**config.mk**
```make
export PLATFORM = sky130hd
export DESIGN_NAME = paddle_position_ctrl
export DESIGN_NICKNAME = d
export VERILOG_FILES = /design/src/rtl/paddle_position_ctrl.sv
export SDC_FILE = /design/constraint.sdc
export NUM_CORES = 1
export LEC_CHECK = 0
export CAP_MARGIN = 20
export CORE_MARGIN = 2
export CORE_UTILIZATION = 48
export CTS_CLUSTER_SIZE = 24
export DETAILED_ROUTE_END_ITERATION = 10
export GPL_TIMING_DRIVEN = 0
export MAX_ROUTING_LAYER = met4
export PLACE_DENSITY = 0.81
export SLEW_MARGIN = 20
export SYNTH_ARGS = -nofsm -noshare
export SYNTH_HDL_FRONTEND = slang
export SYNTH_SLANG_ARGS = --single-unit
```
**constraint.sdc**
```tcl
create_clock -name CLK_100MHz -period 2.75 [get_ports CLK_100MHz]
set_input_delay 0.55 -clock CLK_100MHz [delete_from_list [all_inputs] [get_ports CLK_100MHz]]
set_output_delay 0.55 -clock CLK_100MHz [all_outputs]
set_load 0.005 [all_outputs]
```
**src/rtl/paddle_position_ctrl.sv**
```systemverilog
// Paddle position datapath: clamped vertical position, inter-step delay
// timer with a combinational done strobe, and a registered pixel-hit flag
// for the VGA pixel stage.
module paddle_position_ctrl #(
    parameter int unsigned SCREEN_H     = 480,
    parameter int unsigned PADDLE_H     = 64,
    parameter int unsigned PADDLE_W     = 8,
    parameter int unsigned X_LEFT       = 16,
    parameter int unsigned STEP         = 4,
    parameter int unsigned Y_RESET      = 208,
    parameter int unsigned DELAY_CYCLES = 500000,
    parameter int unsigned CNT_W        = 20
) (
    input  logic       CLK_100MHz,
    input  logic       Reset,
    input  logic       moveUp,
    input  logic       moveDown,
    input  logic       delay,
    output logic       done,
    output logic [8:0] paddleY,
    input  logic [9:0] hCount,
    input  logic [9:0] vCount,
    output logic       paddleOn
);

    localparam logic [9:0]       Y_MAX    = 10'(SCREEN_H - PADDLE_H);
    localparam logic [9:0]       STEP_10  = 10'(STEP);
    localparam logic [9:0]       X_LO     = 10'(X_LEFT);
    localparam logic [9:0]       X_HI     = 10'(X_LEFT + PADDLE_W);
    localparam logic [9:0]       H_10     = 10'(PADDLE_H);
    localparam logic [CNT_W-1:0] CNT_LAST = CNT_W'(DELAY_CYCLES - 1);

    logic [CNT_W-1:0] cnt;
    logic [9:0]       y_10;
    logic [9:0]       y_sum;
    logic [8:0]       y_next;
    logic             hit;

    assign y_10  = {1'b0, paddleY};
    assign y_sum = y_10 + STEP_10;

    // Delay interval ends on the cycle the counter reaches its last value.
    assign done = delay & (cnt == CNT_LAST);

    // Next position: one clamped step up or down, hold on conflict or idle.
    always_comb begin
        y_next = paddleY;
        if (moveUp && !moveDown) begin
            y_next = (y_10 < STEP_10) ? '0 : 9'(y_10 - STEP_10);
        end else if (moveDown && !moveUp) begin
            y_next = (y_sum > Y_MAX) ? 9'(Y_MAX) : 9'(y_sum);
        end
    end

    // Pixel hit test against the current (pre-update) paddle position.
    always_comb begin
        hit = (hCount >= X_LO) && (hCount < X_HI) &&
              (vCount >= y_10) && (vCount < y_10 + H_10);
    end

    // Position register.
    always_ff @(posedge CLK_100MHz or negedge Reset) begin
        if (!Reset) paddleY <= 9'(Y_RESET);
        else        paddleY <= y_next;
    end

    // Delay counter: runs while delay is high, restarts when it drops or on done.
    always_ff @(posedge CLK_100MHz or negedge Reset) begin
        if (!Reset) begin
            cnt <= '0;
        end else if (!delay || done) begin
            cnt <= '0;
        end else begin
            cnt <= cnt + 1'b1;
        end
    end

    // Registered pixel flag, one cycle behind hCount/vCount.
    always_ff @(posedge CLK_100MHz or negedge Reset) begin
        if (!Reset) paddleOn <= 1'b0;
        else        paddleOn <= hit;
    end

endmodule

```
==> qor_table.md, run 1 <==
| Quantity | Value | Unit |
| --- | --- | --- |
| Number of enable flip-flop cells after synthesis | 0 | - |
| Final RePlAce weighted congestion | 0.880 | - |
| Total clock sinks | 28 | - |
| Number of cell instances on the worst register-to-register path | 7 | - |
| Setup-violating endpoint count in the final report | 0 | - |
| Rel. slew slack | 0.585 | - |
| Largest fanout on the critical path | 5 | - |
| Diodes inserted | 0 | - |
| Sw power | 649 | µW |
| CTS tree | yes | - |
| Die Y-Extent | 69.2 | µm |
| Sequential fraction of design power | 0.336 | - |
| # Max-Cap Violations | 0 | - |
| Initial standard-cell utilization of the core | 0.503 | - |
| Slew Viols, Final | 0 | - |
| Detailed-route wire length | 4.33 | mm |
| Commonest cells after routing, fill and taps aside | clkdlybuf4s50_1 (27), nor2_1 (25), dfrtp_1 (25), ha_1 (17), inv_1 (13) | - |
| Post-Route Skew | 6.67 | ps |
| Mapped Cells | 225 | - |
| Internal | 1.06 | mW |
| Peak supply drop | 0.523 | mV |
| Setup repair bufs after CTS | 0 | - |
| Number of global-route vias before repair | 1711 | - |
| Horiz. Die Dim | 69.2 | µm |
| Overall routing resource usage | 0.196 | - |
| Post-synthesis cell area | 2040 | µm² |
| Total negative setup slack | 0 | ps |
| Number of search-and-repair iterations in the first detailed-routing pass | 4 | - |
| Total number of yosys warnings | 0 | - |
| Capturing element type of the critical path | primary output | - |
| Area growth from synthesis to layout | 20.4 | % |
| Deepest clock path buffer count | 2 | - |
| Post-route ant nets | 0 | - |
| Mean instance size in the synthesized netlist | 9.06 | µm² |
| WP data required | 2200 | ps |
| Insertion delay to the later sink of the worst-skew pair | 280 | ps |
| Overall die area | 4790 | µm² |
| Unrepaired setup endpoints after global routing | false | - |
| Floorplan core area | 4060 | µm² |
| Setup Crit Path Kind | flop to primary output | - |
| Path category of the worst min-delay check | primary input to async pin | - |
| Root Buffer | clkbuf_8 | - |
| Most common cell after layout, fill and taps aside | clkdlybuf4s50_1 | - |
| Fraction of final layout cells sized beyond drive strength 1 | 0.0891 | - |
| Post-place instance area | 2380 | µm² |
| Crit path time final | 2570 | ps |
| Largest net degree at the start of global routing | 29 | - |
| Final critical-path share of the clock period | 0.935 | - |
| Nets@finish | 302 | - |
| Row count | 23 | - |
| Fraction of power spent switching nets | 0.379 | - |
| Via count | 1786 | - |
| Number of hold violations in the final report | 0 | - |
| Via-to-Cell Ratio | 5.80 | - |
| Initial antenna violation count | 0 | - |
| Pwr/cell area | 697 | nW/µm² |
| Number of CTS-inserted buffers | 3 | - |
| #FFs+latches synth | 28 | - |
| Worst Max-Slew Pin Slew | 623 | ps |
| Post-layout power | 1.71 | mW |
| Drc violations | 0 | - |
| Remaining global-route overflow | 0 | - |
| Element type at the critical path start | flop | - |
| Unique masters post-synth | 49 | - |
| Post-synth top flop | dfrtp_1 | - |
| Input/output buffers | 28 | - |
| Leak | 1.04 | nW |
| Top-Level Pins | 36 | - |
| Run status | finished, final reports clean | - |
| Wire length of the first global-routing pass | 7.56 | mm |
| Worst reg2reg path endpoint | paddleOn$_DFF_PN0_ | - |
| WL per Instance | 14.0 | µm |
| Fraction of the yosys area taken by sequential cells | 0.345 | - |
| Initial DRC Count | 119 | - |
| Fraction of registers with async set/reset | 1.00 | - |
| Clock share of power | 0.189 | - |
| Endpoint arrival time on the critical path | 2020 | ps |
| Final instance area | 2460 | µm² |
| H-tree depth | 1 | - |
| Startpoint of the worst-slack reg-to-reg timing path | paddleY[7]$_DFFE_PN1P_ | - |
| Minimum setup slack among reg-to-reg paths | 530 | ps |
| Clk slew on worst S/H paths | 100 | ps |
| Max Clk Rate | 389 | MHz |
| Sum of net half-perimeters after detailed placement | 3.31 | mm |
| Share of power burned in combinational logic | 0.475 | - |
[through the flow]
step	instances	hold WS, ps	setup slack (ps)	util
2_1_floorplan	226	254	725	-
3_5_place_dp	304	494	379	0.587
6_report	308	275	178	0.605
3_3_place_gp	304	478	416	0.588
4_1_cts	308	290	102	0.604
5_1_grt	308	327	24.6	0.605
[layout make-up]
type	instances	area, µm²
Buffer	12	62.6
Clock buffer	3	41.3
Clock inverter	1	30.0
Fill cell	346	1600
Inverter	14	52.6
Multi-Input combinational cell	172	1230
Sequential cell	28	704
Tap cell	50	62.6
Timing Repair Buffer	28	275
[how the worst max path moves through the flow]
stage	from	endpoint	slack [ps]	depth (start not counted)
6_report	cnt[0]$_DFF_PN0_	done	180	5
3_5_place_dp	vCount[2]	paddleOn$_DFF_PN0_	380	7
3_3_place_gp	vCount[2]	paddleOn$_DFF_PN0_	420	7
2_1_floorplan	paddleY[7]$_DFFE_PN1P_	paddleOn$_DFF_PN0_	720	7
5_1_grt	cnt[0]$_DFF_PN0_	done	20	5
4_1_cts	cnt[0]$_DFF_PN0_	done	100	5
[Yosys cell counts (all sizes together) (2+ instances only)]
library cell / number / area [µm²]
o21ai: 2 / 10.0
nor3b: 2 / 15.0
a211o: 2 / 17.5
o21bai: 2 / 15.0
nand3: 12 / 60.1
xor2: 10 / 87.6
o21a: 2 / 15.0
o22ai: 3 / 18.8
clkbuf: 2 / 7.51
dfrtp: 25 / 626
a221oi: 2 / 17.5
xnor2: 10 / 87.6
or4: 2 / 18.8
a21oi: 7 / 35.0
nor3: 6 / 30.0
nand4: 6 / 37.5
buf: 10 / 55.1
a311oi: 2 / 17.5
inv: 14 / 52.6
nand2: 9 / 33.8
nor4: 7 / 43.8
and3: 5 / 31.3
nor2: 25 / 93.8
o31ai: 3 / 22.5
dfstp: 3 / 78.8
ha: 18 / 225
and2: 4 / 25.0
nand2b: 4 / 25.0
a31oi: 3 / 18.8
and4: 3 / 26.3
nor4b: 6 / 52.6
[worst max-delay path, stage by stage, from the launching register on]
cell,delay [ps]
dfrtp_1,410
ha_2,230
and4_2,290
and4_1,210
and2_1,120
clkdlybuf4s50_1,490
[timing repair]
action	in CTS	in global routing
gates resized for setup	0	2
hold endpoints to repair	0	0
endpoints found under the setup margin	0	1
hold buffers	0	0
[flip-flops by register name, summed over array words and instances, names as in the netlist]
name      cells
paddleY       7
paddleOn      1
cnt          20
[cells by family after synthesis]
logic type | after synthesis | share of synthesized area
xor+xnor | 20 | 0.0859
other cells | 1 | 0.00184
simple gates | 92 | 0.246
buf+inv | 26 | 0.0564
compound gates | 39 | 0.149
mux | 1 | 0.00491
flops | 28 | 0.345
fa+ha+maj | 18 | 0.110
[layer usage]
layer | vias to the layer above | wire, µm | track usage | part of all wire
li1 | 884 | - | - | -
met1 | 854 | 1900 | 0.230 | 0.44
met2 | 44 | 2220 | 0.348 | 0.51
met3 | 4 | 176 | 0.0349 | 0.041
met4 | 0 | 29 | 0.0501 | 0.0067
met5 | - | 0 | - | 0
[power groups by stage]
| stage | registers, mW | clock network (mW) | logic, mW |
|---|---|---|---|
| after floorplan | 0.561 | 0 | 0.550 |
| after global placement | 0.581 | 0 | 0.788 |
| after detailed placement | 0.580 | 0 | 0.809 |
| after CTS | 0.573 | 0.333 | 0.815 |
| after global routing | 0.583 | 0.353 | 0.922 |
| final | 0.575 | 0.324 | 0.813 |
(Power assumes the default switching activity.)
==> inputs of run 2 (changes only) <==
--- a/config.mk
+++ b/config.mk
@@ -8,12 +8,13 @@
 export CAP_MARGIN = 20
 export CORE_MARGIN = 2
 export CORE_UTILIZATION = 48
+export CTS_BUF_LIST = sky130_fd_sc_hd__clkbuf_4
 export CTS_CLUSTER_SIZE = 24
 export DETAILED_ROUTE_END_ITERATION = 10
 export GPL_TIMING_DRIVEN = 0
 export MAX_ROUTING_LAYER = met4
 export PLACE_DENSITY = 0.81
-export SLEW_MARGIN = 20
+export SETUP_SLACK_MARGIN = 0.1
 export SYNTH_ARGS = -nofsm -noshare
 export SYNTH_HDL_FRONTEND = slang
 export SYNTH_SLANG_ARGS = --single-unit
==> qor_table.md, run 2 (synthesis results as in run 1) <==
| Quantity | Value | Unit | vs previous |
| --- | --- | --- | --- |
| Run status | finished, final reports clean | - |  |
| Top sig layer | met4 | - |  |
| Endpoint arrival time on the critical path | 1990 | ps | -30 ps |
| Overall routing resource usage | 0.193 | - | -0.00329 |
| Met1 routed wirelength after detailed routing | 1.87 | mm | -1.8% |
| Slew Viols, Final | 0 | - | unchanged |
| Pwr/cell area | 663 | nW/µm² | -4.8% |
| Floorplan core area | 4060 | µm² | unchanged |
| Number of flip-flops under the largest register name | 20 | - | unchanged |
| Crit path time final | 2540 | ps | -28.9 ps |
| Horiz. Die Dim | 69.2 | µm | unchanged |
| Post-Route Skew | 19.7 | ps | +13.1 ps |
| Top-Level Pins | 36 | - | unchanged |
| Startpoint of the worst-slack reg-to-reg timing path | paddleY[7]$_DFFE_PN1P_ | - |  |
| Setup-violating endpoint count in the final report | 0 | - | unchanged |
| Clk slew on worst S/H paths | 160 | ps | +60 ps |
| Commonest cells after routing, fill and taps aside | clkdlybuf4s50_1 (28), nor2_1 (25), dfrtp_1 (25), ha_1 (17), inv_1 (13) | - |  |
| Unrepaired setup endpoints after global routing | false | - |  |
| Input/output buffers | 28 | - | unchanged |
| Die Y-Extent | 69.2 | µm | unchanged |
| Worst Max-Slew Pin Slew | 583 | ps | -39.6 ps |
| Row count | 23 | - | unchanged |
| Routed length on met3 | 196 | µm | +11% |
| Final RePlAce weighted congestion | 0.880 | - | unchanged |
| Deepest clock path buffer count | 2 | - | unchanged |
| Initial antenna violation count | 0 | - | unchanged |
| Sum of net half-perimeters after detailed placement | 3.34 | mm | +0.96% |
| Post-layout power | 1.67 | mW | -2.4% |
| Wire length of the first global-routing pass | 7.51 | mm | -0.54% |
| CTS tree | yes | - |  |
| Most common cell after layout, fill and taps aside | clkdlybuf4s50_1 | - |  |
| Overall die area | 4790 | µm² | unchanged |
| Total negative setup slack | 0 | ps | unchanged |
| Post-route ant nets | 0 | - | unchanged |
| Register name with the most flops | cnt | - |  |
| Capturing element type of the critical path | primary output | - |  |
| Final instance area | 2520 | µm² | +2.5% |
| Slack of the critical path | 207 | ps | +28.9 ps |
| WP data required | 2200 | ps | about the same |
| Startpoint of the most critical setup path | cnt[1]$_DFF_PN0_ | - |  |
| Initial DRC Count | 144 | - | +21% |
| Nets@finish | 308 | - | +2.0% |
| End-of-flow core utilization | 0.621 | - | +0.0154 |
| Setup Crit Path Kind | flop to primary output | - |  |
| Remaining global-route overflow | 0 | - | unchanged |
| Via count | 1794 | - | +0.45% |
| Detailed-route wire length | 4.35 | mm | +0.58% |
| Rel. slew slack | 0.610 | - | +0.0252 |
| Root Buffer | clkbuf_4 | - |  |
| Largest net degree at the start of global routing | 19 | - | -34% |
| Detailed-routed wire length on met2 | 2.26 | mm | +1.7% |
| H-tree depth | 1 | - | unchanged |
| Number of hold violations in the final report | 0 | - | unchanged |
| Insertion delay to the later sink of the worst-skew pair | 340 | ps | +60 ps |
| Leak | 1.08 | nW | +3.2% |
| Drc violations | 0 | - | unchanged |
| # Max-Cap Violations | 0 | - | unchanged |
| Area growth from synthesis to layout | 23.5 | % |  |
| Number of CTS-inserted buffers | 3 | - | unchanged |
| Initial standard-cell utilization of the core | 0.503 | - | unchanged |
| Element type at the critical path start | flop | - |  |
| Final critical-path share of the clock period | 0.925 | - | -0.0105 |
| Path category of the worst min-delay check | primary input to async pin | - |  |
| Diodes inserted | 0 | - | unchanged |
| Largest fanout on the critical path | 4 | - | -1 |
| Largest registers | cnt x20, paddleY x7, paddleOn x1 | - |  |
| Number of global-route vias before repair | 1744 | - | +1.9% |
| Peak supply drop | 0.528 | mV | +1.0% |
| Via-to-Cell Ratio | 5.71 | - | -1.5% |
| Max Clk Rate | 393 | MHz | +1.1% |
| Total clock sinks | 28 | - | unchanged |
| Fraction of final layout cells sized beyond drive strength 1 | 0.106 | - | +0.0169 |
| Placement Setup Slack | 377 | ps | -2.31 ps |
| WL per Instance | 13.9 | µm | -1.3% |
| Number of search-and-repair iterations in the first detailed-routing pass | 4 | - | unchanged |
| Post-place instance area | 2410 | µm² | +1.4% |
## run 2: path summary, 6_finish.rpt
check	depth (start not counted)	to	slack (ps)
max	5	done	210
min	1	cnt[3]$_DFF_PN0_	550
max reg2reg	7	paddleOn$_DFF_PN0_	530
min reg2reg	2	cnt[19]$_DFF_PN0_	570
max in group asynchronous	2	paddleY[4]$_DFFE_PN1P_	1600
min in group CLK_100MHz	2	cnt[19]$_DFF_PN0_	570
## run 2: routing by layer
metal,track usage,vias up
li1,-,896
met1,0.220,852
met2,0.351,42
met3,0.0320,4
met4,0.0479,0
met5,-,-
## run 2: critical path: stages, from the launching register on
cell and delay [ps]:
dfrtp_1 450, ha_4 160, and4_4 230, and4_1 200
and2_1 120, clkdlybuf4s50_1 490
## run 2: final cells by class
class / count / area, µm²
clock inverter: 1 / 30.0
buffer: 12 / 62.6
timing repair buffer: 34 / 345
multi-input combinational: 172 / 1240
fill: 336 / 1540
inverter: 14 / 52.6
tap: 50 / 62.6
sequential: 28 / 704
clock buffer: 3 / 22.5
## run 2: where the power goes
part           internal [mW]  switching, mW
clock                  0.148          0.124
combinational          0.396          0.426
sequential             0.481         0.0960
## run 2: repair_timing
| action | CTS | global route |
|---|---|---|
| gates resized for setup | 2 | 2 |
| setup endpoints to repair | 1 | 1 |
| hold buffers | 0 | 0 |
| pin swaps | 0 | 1 |
| setup buffers | 1 | 4 |
## run 2: per-stage QoR
stage               hold WS (ps)  cells
CTS                          562    310
global placement             478    304
global route                 585    314
finish                       553    314
floorplan                    254    226
detailed placement           492    305
